## config.mk

```make
export PLATFORM = sky130hd
export DESIGN_NAME = rrf_alloc_ctrl
export DESIGN_NICKNAME = d
export VERILOG_FILES = /design/src/rtl/rrf_alloc_ctrl.sv
export SDC_FILE = /design/constraint.sdc
export NUM_CORES = 1
export LEC_CHECK = 0
export CORE_MARGIN = 5
export CORE_UTILIZATION = 37
export CTS_CLUSTER_SIZE = 8
export DETAILED_ROUTE_END_ITERATION = 16
export SLEW_MARGIN = 20
export SYNTH_ARGS = -nofsm -noshare
export SYNTH_HDL_FRONTEND = slang
export SYNTH_SLANG_ARGS = --single-unit
export TNS_END_PERCENT = 30
```

## constraint.sdc

```tcl
create_clock -name clk_i -period 4.5 [get_ports clk_i]
set_input_delay 1.35 -clock clk_i [delete_from_list [all_inputs] [get_ports clk_i]]
set_output_delay 1.35 -clock clk_i [all_outputs]
set_load 0.01 [all_outputs]
```

## src/rtl/rrf_alloc_ctrl.sv

```systemverilog
// Rename-register allocation controller: circular tag allocation, commit head tracking,
// free-count bookkeeping and mispredict pointer restore. Optional checker: RRF_ALLOC_ERR_EN.
module rrf_alloc_ctrl #(
  parameter int RRF_NUM = 64,
  parameter int RRF_SEL = 6
) (
  input  logic               clk_i,
  input  logic               reset_i,
  input  logic               alloc_req_i,
  input  logic               stall_dp_i,
  input  logic [1:0]         com_num_i,
  input  logic               prmiss_i,
  input  logic [RRF_SEL-1:0] rrftagfix_i,
`ifdef RRF_ALLOC_ERR_EN
  output logic               err_o,
`endif
  output logic               allocate_rrf_en_o,
  output logic [RRF_SEL-1:0] allocate_rrftag_o,
  output logic [RRF_SEL-1:0] completed_dst_rrftag_o,
  output logic [RRF_SEL:0]   free_num_o,
  output logic               allocate_stall_o
);

  localparam logic [RRF_SEL:0] RRF_NUM_W = (RRF_SEL+1)'(RRF_NUM);

  logic [RRF_SEL-1:0] rrfptr;
  logic [RRF_SEL-1:0] comptr;
  logic [RRF_SEL:0]   freenum;

  logic [1:0]         com_eff;
  logic               grant;
  logic [RRF_SEL-1:0] comptr_n;
  logic [RRF_SEL-1:0] fix_dist;
  logic [RRF_SEL-1:0] rrfptr_n;
  logic [RRF_SEL:0]   freenum_n;

  // An encoding of 3 on the commit count is treated as no commit.
  assign com_eff  = (com_num_i == 2'd3) ? 2'd0 : com_num_i;
  assign grant    = alloc_req_i & ~stall_dp_i & ~prmiss_i & (freenum != '0);
  assign comptr_n = comptr + {{(RRF_SEL-2){1'b0}}, com_eff};
  assign fix_dist = rrftagfix_i - comptr_n;

  always_comb begin
    rrfptr_n  = rrfptr;
    freenum_n = freenum;
    if (prmiss_i) begin
      rrfptr_n  = rrftagfix_i;
      freenum_n = RRF_NUM_W - {1'b0, fix_dist};
    end else begin
      if (grant) rrfptr_n = rrfptr + 1'b1;
      freenum_n = freenum + {{(RRF_SEL-1){1'b0}}, com_eff} - {{RRF_SEL{1'b0}}, grant};
    end
  end

  always_ff @(posedge clk_i or posedge reset_i) begin
    if (reset_i) begin
      rrfptr  <= '0;
      comptr  <= '0;
      freenum <= RRF_NUM_W;
    end else begin
      rrfptr  <= rrfptr_n;
      comptr  <= comptr_n;
      freenum <= freenum_n;
    end
  end

`ifdef RRF_ALLOC_ERR_EN
  logic [RRF_SEL+1:0] inflight;
  logic               err_set;

  assign inflight = {1'b0, RRF_NUM_W - freenum};
  // Restore distance is compared against in-flight plus this cycle's commit.
  assign err_set  = ({{RRF_SEL{1'b0}}, com_eff} > inflight) |
                    (prmiss_i & ({2'b00, fix_dist} > (inflight + {{RRF_SEL{1'b0}}, com_eff})));

  always_ff @(posedge clk_i or posedge reset_i) begin
    if (reset_i)      err_o <= 1'b0;
    else if (err_set) err_o <= 1'b1;
  end
`endif

  assign allocate_rrf_en_o      = grant;
  assign allocate_rrftag_o      = rrfptr;
  assign completed_dst_rrftag_o = comptr;
  assign free_num_o             = freenum;
  assign allocate_stall_o       = (freenum == '0);

endmodule

```

After elaboration in Yosys (flattened, before gate mapping):

Index checks and enable logic that the tools add are counted.

* $add $sub $neg: 6
* $mul: 0
* div/mod/pow operators: 0
* order comparisons: 0
* equal/unequal tests: 1
* shift-type cells: 0
* mux-type cells: 4
* bitwise operators: 5
* reduce and logical (&&, ||, !) cells: 3

Operators with widths (count)
* $mux 6: 2
* $add 7x2->7: 1
* $logic_not 7->1: 1
* $mux 7: 1
* $reduce_bool 7->1: 1
* $sub 7x1->7: 1
* $sub 7x6->7 const A: 1
* $add 6x1->6 const B: 1
* $add 6x2->6: 1
* $sub 6x6->6: 1
* $and 1x1->1: 3
* $eq 2x2->1 const B: 1
* $mux 2: 1
* $not 1->1: 2
* $reduce_bool 2->1: 1

* flip-flop bits (word level): 19
* latch bits: 0
* memory bits (writable): 0
* ROM bits: 0
* input port bits: 13
* output and inout port bits: 21
* memories kept: 0

Logic depth before layout (Yosys ltp):

Gate-level depths: netlist (run 1).

* word-level depth: 6
* mapped depth: 18
* depth with buffers taken out: 17

Worst setup path after synthesis (run 1):

Ideal clock, no wire load.

* kind: input -> register
* from: input com_num_i[0]
* to: register freenum[5], in the netlist free_num_o[5]
* data arrival time: 4.092 ns
* data required time: 4.363 ns
* setup slack: 0.271 ns
* stages: 12
* buffers on the path: 0
* cell sequence: nor2b_1 > ha_1 > fa_1 > inv_1 > ha_1 > nor2b_4 > o31ai_1 > nand2_1 > a311oi_1 > xnor2_1 > xnor2_1 > a21oi_1

* cells in the longest elaborated chain, start to end: 6
* elaborated cells between the ends (all ways): 8

Ends and longest elaborated chain
* start: declaration: line 11 `input logic [1:0] com_num_i,`
* $eq 2x2->1: line 38 `assign com_eff = (com_num_i == 2'd3) ? 2'd0 : com_num_i;`
* $mux 2 *: line 38
* $add 6x2->6 *: line 40 `assign comptr_n = comptr + {{(RRF_SEL-2){1'b0}}, com_eff};`
* via comptr_n[1]: line 32 `logic [RRF_SEL-1:0] comptr_n;`
* $sub 6x6->6 *: line 41 `assign fix_dist = rrftagfix_i - comptr_n;`
* $sub 7x6->7 *: line 48 `freenum_n = RRF_NUM_W - {1'b0, fix_dist};`
* $mux 7 *: line 46 `if (prmiss_i) begin`
* via freenum_n[5]: line 35 `logic [RRF_SEL:0] freenum_n;`
* end signal: assignment: line 63 `freenum <= freenum_n;`
* end: declaration: line 28 `logic [RRF_SEL:0] freenum;`

The timed path passes the listed nets; every way through them passes the cells marked *.
A chain may end at the register's enable or synchronous reset.

Final worst setup path (run 1):

* from: input prmiss_i
* to: output allocate_rrf_en_o

* cells in the longest elaborated chain, start to end: 3

Ends and longest elaborated chain
* start: declaration: line 12 `input logic prmiss_i,`
* $not 1->1: line 39 `assign grant = alloc_req_i & ~stall_dp_i & ~prmiss_i & (freenum != '0);`
* $and 1x1->1 (2 in a row): line 39
* end: declaration: line 17 `output logic allocate_rrf_en_o,`

Every way passes these cells.

==> results.toml, run 1 <==
[run_status]
outcome = "finished clean"

[power_and_ir_drop]
clkPwrFrac = 0.081
power_density_nw_per_um2 = 748
p_int_w = 0.000896
p_leak_nw = 1.02
power_frac_comb = 0.725
seqPwrFrac = 0.195
switching_share = 0.440
finalPower_w = 0.00160
peakVddDrop_uv = 305
p_sw_w = 0.000705

[detailed_routing]
ant_nets = 0
num_vias = 1385
route.detailed.drc = 0
vias_per_cell = 5.11
met1_length_mm = 1.83
wl_met2_mm = 1.99
wl_per_cell_um = 14.8
drt_pass1_iterations = 4
highest_layer = "met4"
dr_wl_met3_um = 138
drtIter0Drc = 56
finalWirelength_mm = 4.00

[logic_synthesis]
synth_top_family_by_area = "compound AO/OA/AOI/OAI gates"
synth_top_area_cell = "dfrtp_1"
synth.yosys.seq_area_share = 0.300
ys_ff_latch = 19
yosys.area_share.xor_xnor = 0.115
synth_simple_gate_area_frac = 0.145
syn_nets = 206
synthDominantCellAreaShare = 0.283
yosys.area_share.adder = 0.171
synth_compound_area_frac = 0.200
syn_area_sq_um = 1590
netlist_instances = 173
async_flop_share = 1.00
synth.area.top_cells = "dfrtp_1 28%, ha_1 13%, xnor2_1 6.1%, inv_1 4.7%, xor2_1 4.4%"
synth-edff-count = 0
synth.area.mux_share = 0.00708
synth_flop_cell = "dfrtp_1"
ys_types = 43
ys_warn_count = 0
syn_avg_cell_area_sq_um = 9.20

[sta]
setup_viol = 0
fmax_ghz = 0.226
rsz0062_at_grt = "false"
fin_crit_sh = 0.984
relSlewSlack = 0.497
finalHoldViolations = 0
drv_slew = 0
fin_tns_setup_ps = 0
skew_ps = 7.63
tightest_slew_ps = 753
finalCriticalPeriod_ps = 4430

[floorplanning]
initial_utilization = 0.389
rows = 23
core_sq_um = 4090
die_w_um = 75.6
die_height_um = 75.6
num_io_pins = 34
die_area_sq_um = 5710

[grt]
grt_pass1_wl_mm = 6.74
grt_start_max_net_pins = 20
grtUsageTotal = 0.155
grt_pass1_vias = 1430
grt-ovfl-total = 0
grt_antenna_before_repair = 0

[min_path]
hold_path.class = "register to register"

[worst_setup_path]
worstPathArrival_ps = 3080
worstSetupEndpointType = "output port"
path_max_fanout = 2
critPathLaunchType = "input pin"
worstPathRequired_ps = 3150
crit_type = "input pin to output port"

[cts]
cts_setup_buffers = 0
clk_path_buf_depth = 2
clkTransAtPathRegs_ps = 80
cts_resized = 0
cts-root-buf = "clkbuf_8"
cts_made_buffers = 3
hold_buffers = 0
clock_sinks = 19
cts.htree.levels = 1
clock_latency_ps = 270
cts_tree = "done"

[finish]
diodes = 0
drive_gt1_frac = 0.136
nNetsFinal = 255
syn2layout_area_growth_pct = 34.5

[placement]
io_buffers = 33
place_congestion = 0.907
post-dp-hpwl_mm = 3.23

[run]
drv_cap = 0
==> power by group through the flow <==
| stage | Clock, W | Sequential (W) | Combinational (W) |
|---|---|---|---|
| 2_1_floorplan | 0 | 0.000332 | 0.000725 |
| 3_3_place_gp | 0 | 0.000309 | 0.00112 |
| 3_5_place_dp | 0 | 0.000313 | 0.00114 |
| 4_1_cts | 0.000131 | 0.000312 | 0.00115 |
| 5_1_grt | 0.000137 | 0.000321 | 0.00130 |
| 6_report | 0.000129 | 0.000311 | 0.00116 |
==> cell type report <==
class	count	area (sq um)
fillers	378	1950
repair buffers	48	443
multi-input cells	128	1030
clock inverters	1	5.00
well taps	50	62.6
inverters	22	82.6
flip-flops and latches	19	477
clock buffers	3	41.3
==> state kept, by name, indices dropped and copies added, names as in the netlist <==
register	flops
allocate_rrftag_o	6
completed_dst_rrftag_o	6
free_num_o	7
==> metrics by stage <==
| stage | hold slack (ps) | worst slack (ps) | util | instances | instance area, sq um |
|---|---|---|---|---|---|
| 3_3_place_gp | 525 | -38.8 | 0.509 | 267 | 2080 |
| 5_1_grt | 566 | 3.49 | 0.524 | 271 | 2140 |
| 4_1_cts | 544 | 66.1 | 0.521 | 271 | 2130 |
| 2_1_floorplan | 538 | 271 | - | 173 | 1590 |
| 6_report | 536 | 73.6 | 0.524 | 271 | 2140 |
| 3_5_place_dp | 515 | -127 | 0.509 | 267 | 2080 |
==> metal layers <==
layer | up-vias | GRT usage
met5 | - | 0
met4 | 0 | 0.0466
met3 | 5 | 0.0198
met2 | 25 | 0.269
met1 | 652 | 0.200
li1 | 703 | -
==> cells in the mapped netlist, drive strengths merged (3+ instances only) <==
| library cell | number |
|---|---|
| ha | 17 |
| a21oi | 9 |
| nand2 | 10 |
| inv | 22 |
| nor2 | 12 |
| a221o | 4 |
| xor2 | 8 |
| nor2b | 6 |
| clkbuf | 3 |
| xnor2 | 12 |
| nand3 | 5 |
| dfrtp | 18 |
| fa | 3 |
| and3 | 3 |
| o22ai | 3 |
| o21ai | 8 |
==> path summary, 6_finish.rpt <==
kind                                           start  slack, ps  depth (start not counted)                   endpoint
max in group asynchronous                    reset_i       2520                          2  completed_dst_rrftag_o[3]
max                                         prmiss_i         70                          4          allocate_rrf_en_o
max reg2reg                            free_num_o[4]       1170                         18              free_num_o[6]
min                        completed_dst_rrftag_o[5]        540                          1  completed_dst_rrftag_o[5]
min in group asynchronous                    reset_i       1500                          2              free_num_o[1]
min reg2reg                completed_dst_rrftag_o[5]        540                          1  completed_dst_rrftag_o[5]
==> kinds of logic (layout without fill, tap and decap cells) <==
logic type | after synthesis | count (layout)
buf+inv | 26 | 74
simple gates | 44 | 44
mux | 1 | 1
flops | 19 | 19
fa+ha+maj | 20 | 20
compound gates | 43 | 43
xor+xnor | 20 | 20
==> critical path, stage by stage <==
cell and delay, ps:
clkdlybuf4s50_1 410, or4b_2 680, inv_1 90, clkdlybuf4s50_1 540
==> cells in the final DEF (no fill, tap or decap), drive strengths merged, types with 2 or more instances in the layout <==
| cell | instances |
|---|---|
| clkdlybuf4s50 | 33 |
| inv | 22 |
| dfrtp | 18 |
| ha | 17 |
| buf | 15 |
| nor2 | 12 |
| xnor2 | 12 |
| nand2 | 10 |
| a21oi | 9 |
| xor2 | 8 |
| o21ai | 8 |
| nor2b | 6 |
| nand3 | 5 |
| a221o | 4 |
| o22ai | 3 |
| and3 | 3 |
| fa | 3 |
| clkbuf | 3 |
| nor3b | 2 |
| o311ai | 2 |
| a21o | 2 |
| nand2b | 2 |
| o31ai | 2 |
| o21bai | 2 |
| a2111oi | 2 |
| a311oi | 2 |
No activity file was read; power rests on OpenSTA's default activity.
==> run 2: changes to the inputs <==
--- a/config.mk
+++ b/config.mk
@@ -5,7 +5,6 @@
 export SDC_FILE = /design/constraint.sdc
 export NUM_CORES = 1
 export LEC_CHECK = 0
-export CORE_MARGIN = 5
 export CORE_UTILIZATION = 37
 export CTS_CLUSTER_SIZE = 8
 export DETAILED_ROUTE_END_ITERATION = 16
==> run 2 against run 1 <==
Compared with the run above:
- first-iteration DRC count grew 5.4%
- clock-buffer cell count grew 1
- worst setup slack lost 17 ps
- sequential share of layout area fell by 0.36 points
- routed wire length shrank 5.1%
- sequential power about the same
- clock power barely moved
- critical path depth unchanged
- register-to-register slack barely moved
- die area decreased by 20%
- total power grew 2.0%
- final cell count decreased by 0.37%
==> results.toml, run 2 (same netlist as run 1, synthesis figures left out) <==
[run_status]
outcome = "finished clean"

[power_and_ir_drop]
power_density_nw_per_um2 = 750
finalPower_w = 0.00163
peakVddDrop_uv = 354
p_leak_nw = 1.02

[grt]
grt-ovfl-total = 0
grt_start_max_net_pins = 20
grt_pass1_vias = 1400
grt_pass1_wl_mm = 6.51
grtUsageTotal = 0.193
grt_antenna_before_repair = 0

[sta]
skew_ps = 1.35
tightest_slew_ps = 776
drv_slew = 0
whs_ps = 561
rsz0062_at_grt = "false"
setup_viol = 0
finalCriticalPeriod_ps = 4440
fmax_ghz = 0.225
fin_crit_sh = 0.987
relSlewSlack = 0.482
finalHoldViolations = 0

[detailed_routing]
finalWirelength_mm = 3.80
drtIter0Drc = 59
drt_pass1_iterations = 4
vias_per_cell = 5.16
ant_nets = 0
route.detailed.drc = 0
num_vias = 1392
wl_per_cell_um = 14.1

[cts]
cts-root-buf = "clkbuf_8"
hold_buffers = 0
cts_setup_buffers = 0
clock_latency_ps = 260
cts_tree = "done"
clk_path_buf_depth = 2
cts_resized = 0
clkTransAtPathRegs_ps = 80
clock_sinks = 19
cts_made_buffers = 3
cts.htree.levels = 1

[floorplanning]
rows = 23
initial_utilization = 0.392
core_sq_um = 4060
die_w_um = 67.6
die_height_um = 67.6
num_io_pins = 34
die_area_sq_um = 4570

[finish]
nNetsFinal = 254
syn2layout_area_growth_pct = 36.7
largest_register_ffs = 7
final_cell_mix = "33 x clkdlybuf4s50_1, 20 x inv_1, 18 x dfrtp_1"
diodes = 0
drive_gt1_frac = 0.164
final_common_cell = "clkdlybuf4s50_1"

[worst_setup_path]
path_max_fanout = 2
crit_top_cell = "clkdlybuf4s50_1"
worstPathRequired_ps = 3150
worstSetupEndpointType = "output port"
crit_buf_inv = 3
r2r_start = "free_num_o[4]"
critPathLaunchType = "input pin"
worstReg2RegEnd = "free_num_o[6]"
worst_r2r_path_depth = 18
crit_family = "buffers and inverters"
worstPathArrival_ps = 3090
cp_slowest_cell = "or4b_2"
worstPathCellList = "clkdlybuf4s50_1 -> or4b_2 -> inv_1 -> clkdlybuf4s50_1"
crit_type = "input pin to output port"
worst_path_largest_cell_delay_ps = 690
rrSetupSlack_ps = 1160

[min_path]
hold_depth = 1
hold_path.class = "register to register"
hp-start = "completed_dst_rrftag_o[5]"
min_to = "completed_dst_rrftag_o[5]"

[run]
drv_cap = 0

[placement]
place_congestion = 0.809
io_buffers = 33
post-dp-hpwl_mm = 3.01
==> run 2: where the power goes <==
group	total (W)	leakage [nW]	internal, W	switching [W]
Clock	0.000126	0.0228	0.0000632	0.0000628
Sequential	0.000311	0.224	0.000243	0.0000673
Combinational	0.00119	0.774	0.000608	0.000587
Total	0.00163	1.02	0.000915	0.000717
==> run 2: worst max-delay path by stage <==
stage	start	endpoint	slack, ps	cells after the start
floorplan	com_num_i[0]	free_num_o[5]	270	12
global placement	com_num_i[0]	free_num_o[4]	-20	12
detailed placement	com_num_i[0]	free_num_o[4]	-200	12
CTS	prmiss_i	allocate_rrf_en_o	50	4
global route	prmiss_i	allocate_rrf_en_o	7	4
finish	prmiss_i	allocate_rrf_en_o	60	4
==> run 2: metal layers <==
metal  global-route usage  vias up  share of wire
met2                0.321       33           0.47
met5                    0        -              0
met1                0.256      647           0.49
met4               0.0638        0          0.013
li1                     -      707              -
met3               0.0253        5          0.026
==> run 2: area by class of cell <==
cell class	count	area (sq um)
Fill cell	374	1880
Inverter	22	82.6
Clock buffer	4	45.0
Multi-Input combinational cell	128	1070
Tap cell	50	62.6
Sequential cell	19	477
Timing Repair Buffer	47	435
==> run 2: metrics by stage <==
| stage | TNS [ps] | cell area, sq um | cells | worst slack (ps) | utilization |
|---|---|---|---|---|---|
| detailed placement | -367 | 2070 | 266 | -204 | 0.511 |
| global route | 0 | 2180 | 270 | 6.81 | 0.536 |
| floorplan | 0 | 1590 | 173 | 271 | - |
| CTS | 0 | 2120 | 270 | 52.0 | 0.522 |
| global placement | -31.2 | 2070 | 266 | -22.7 | 0.511 |
| finish | 0 | 2180 | 270 | 56.5 | 0.536 |
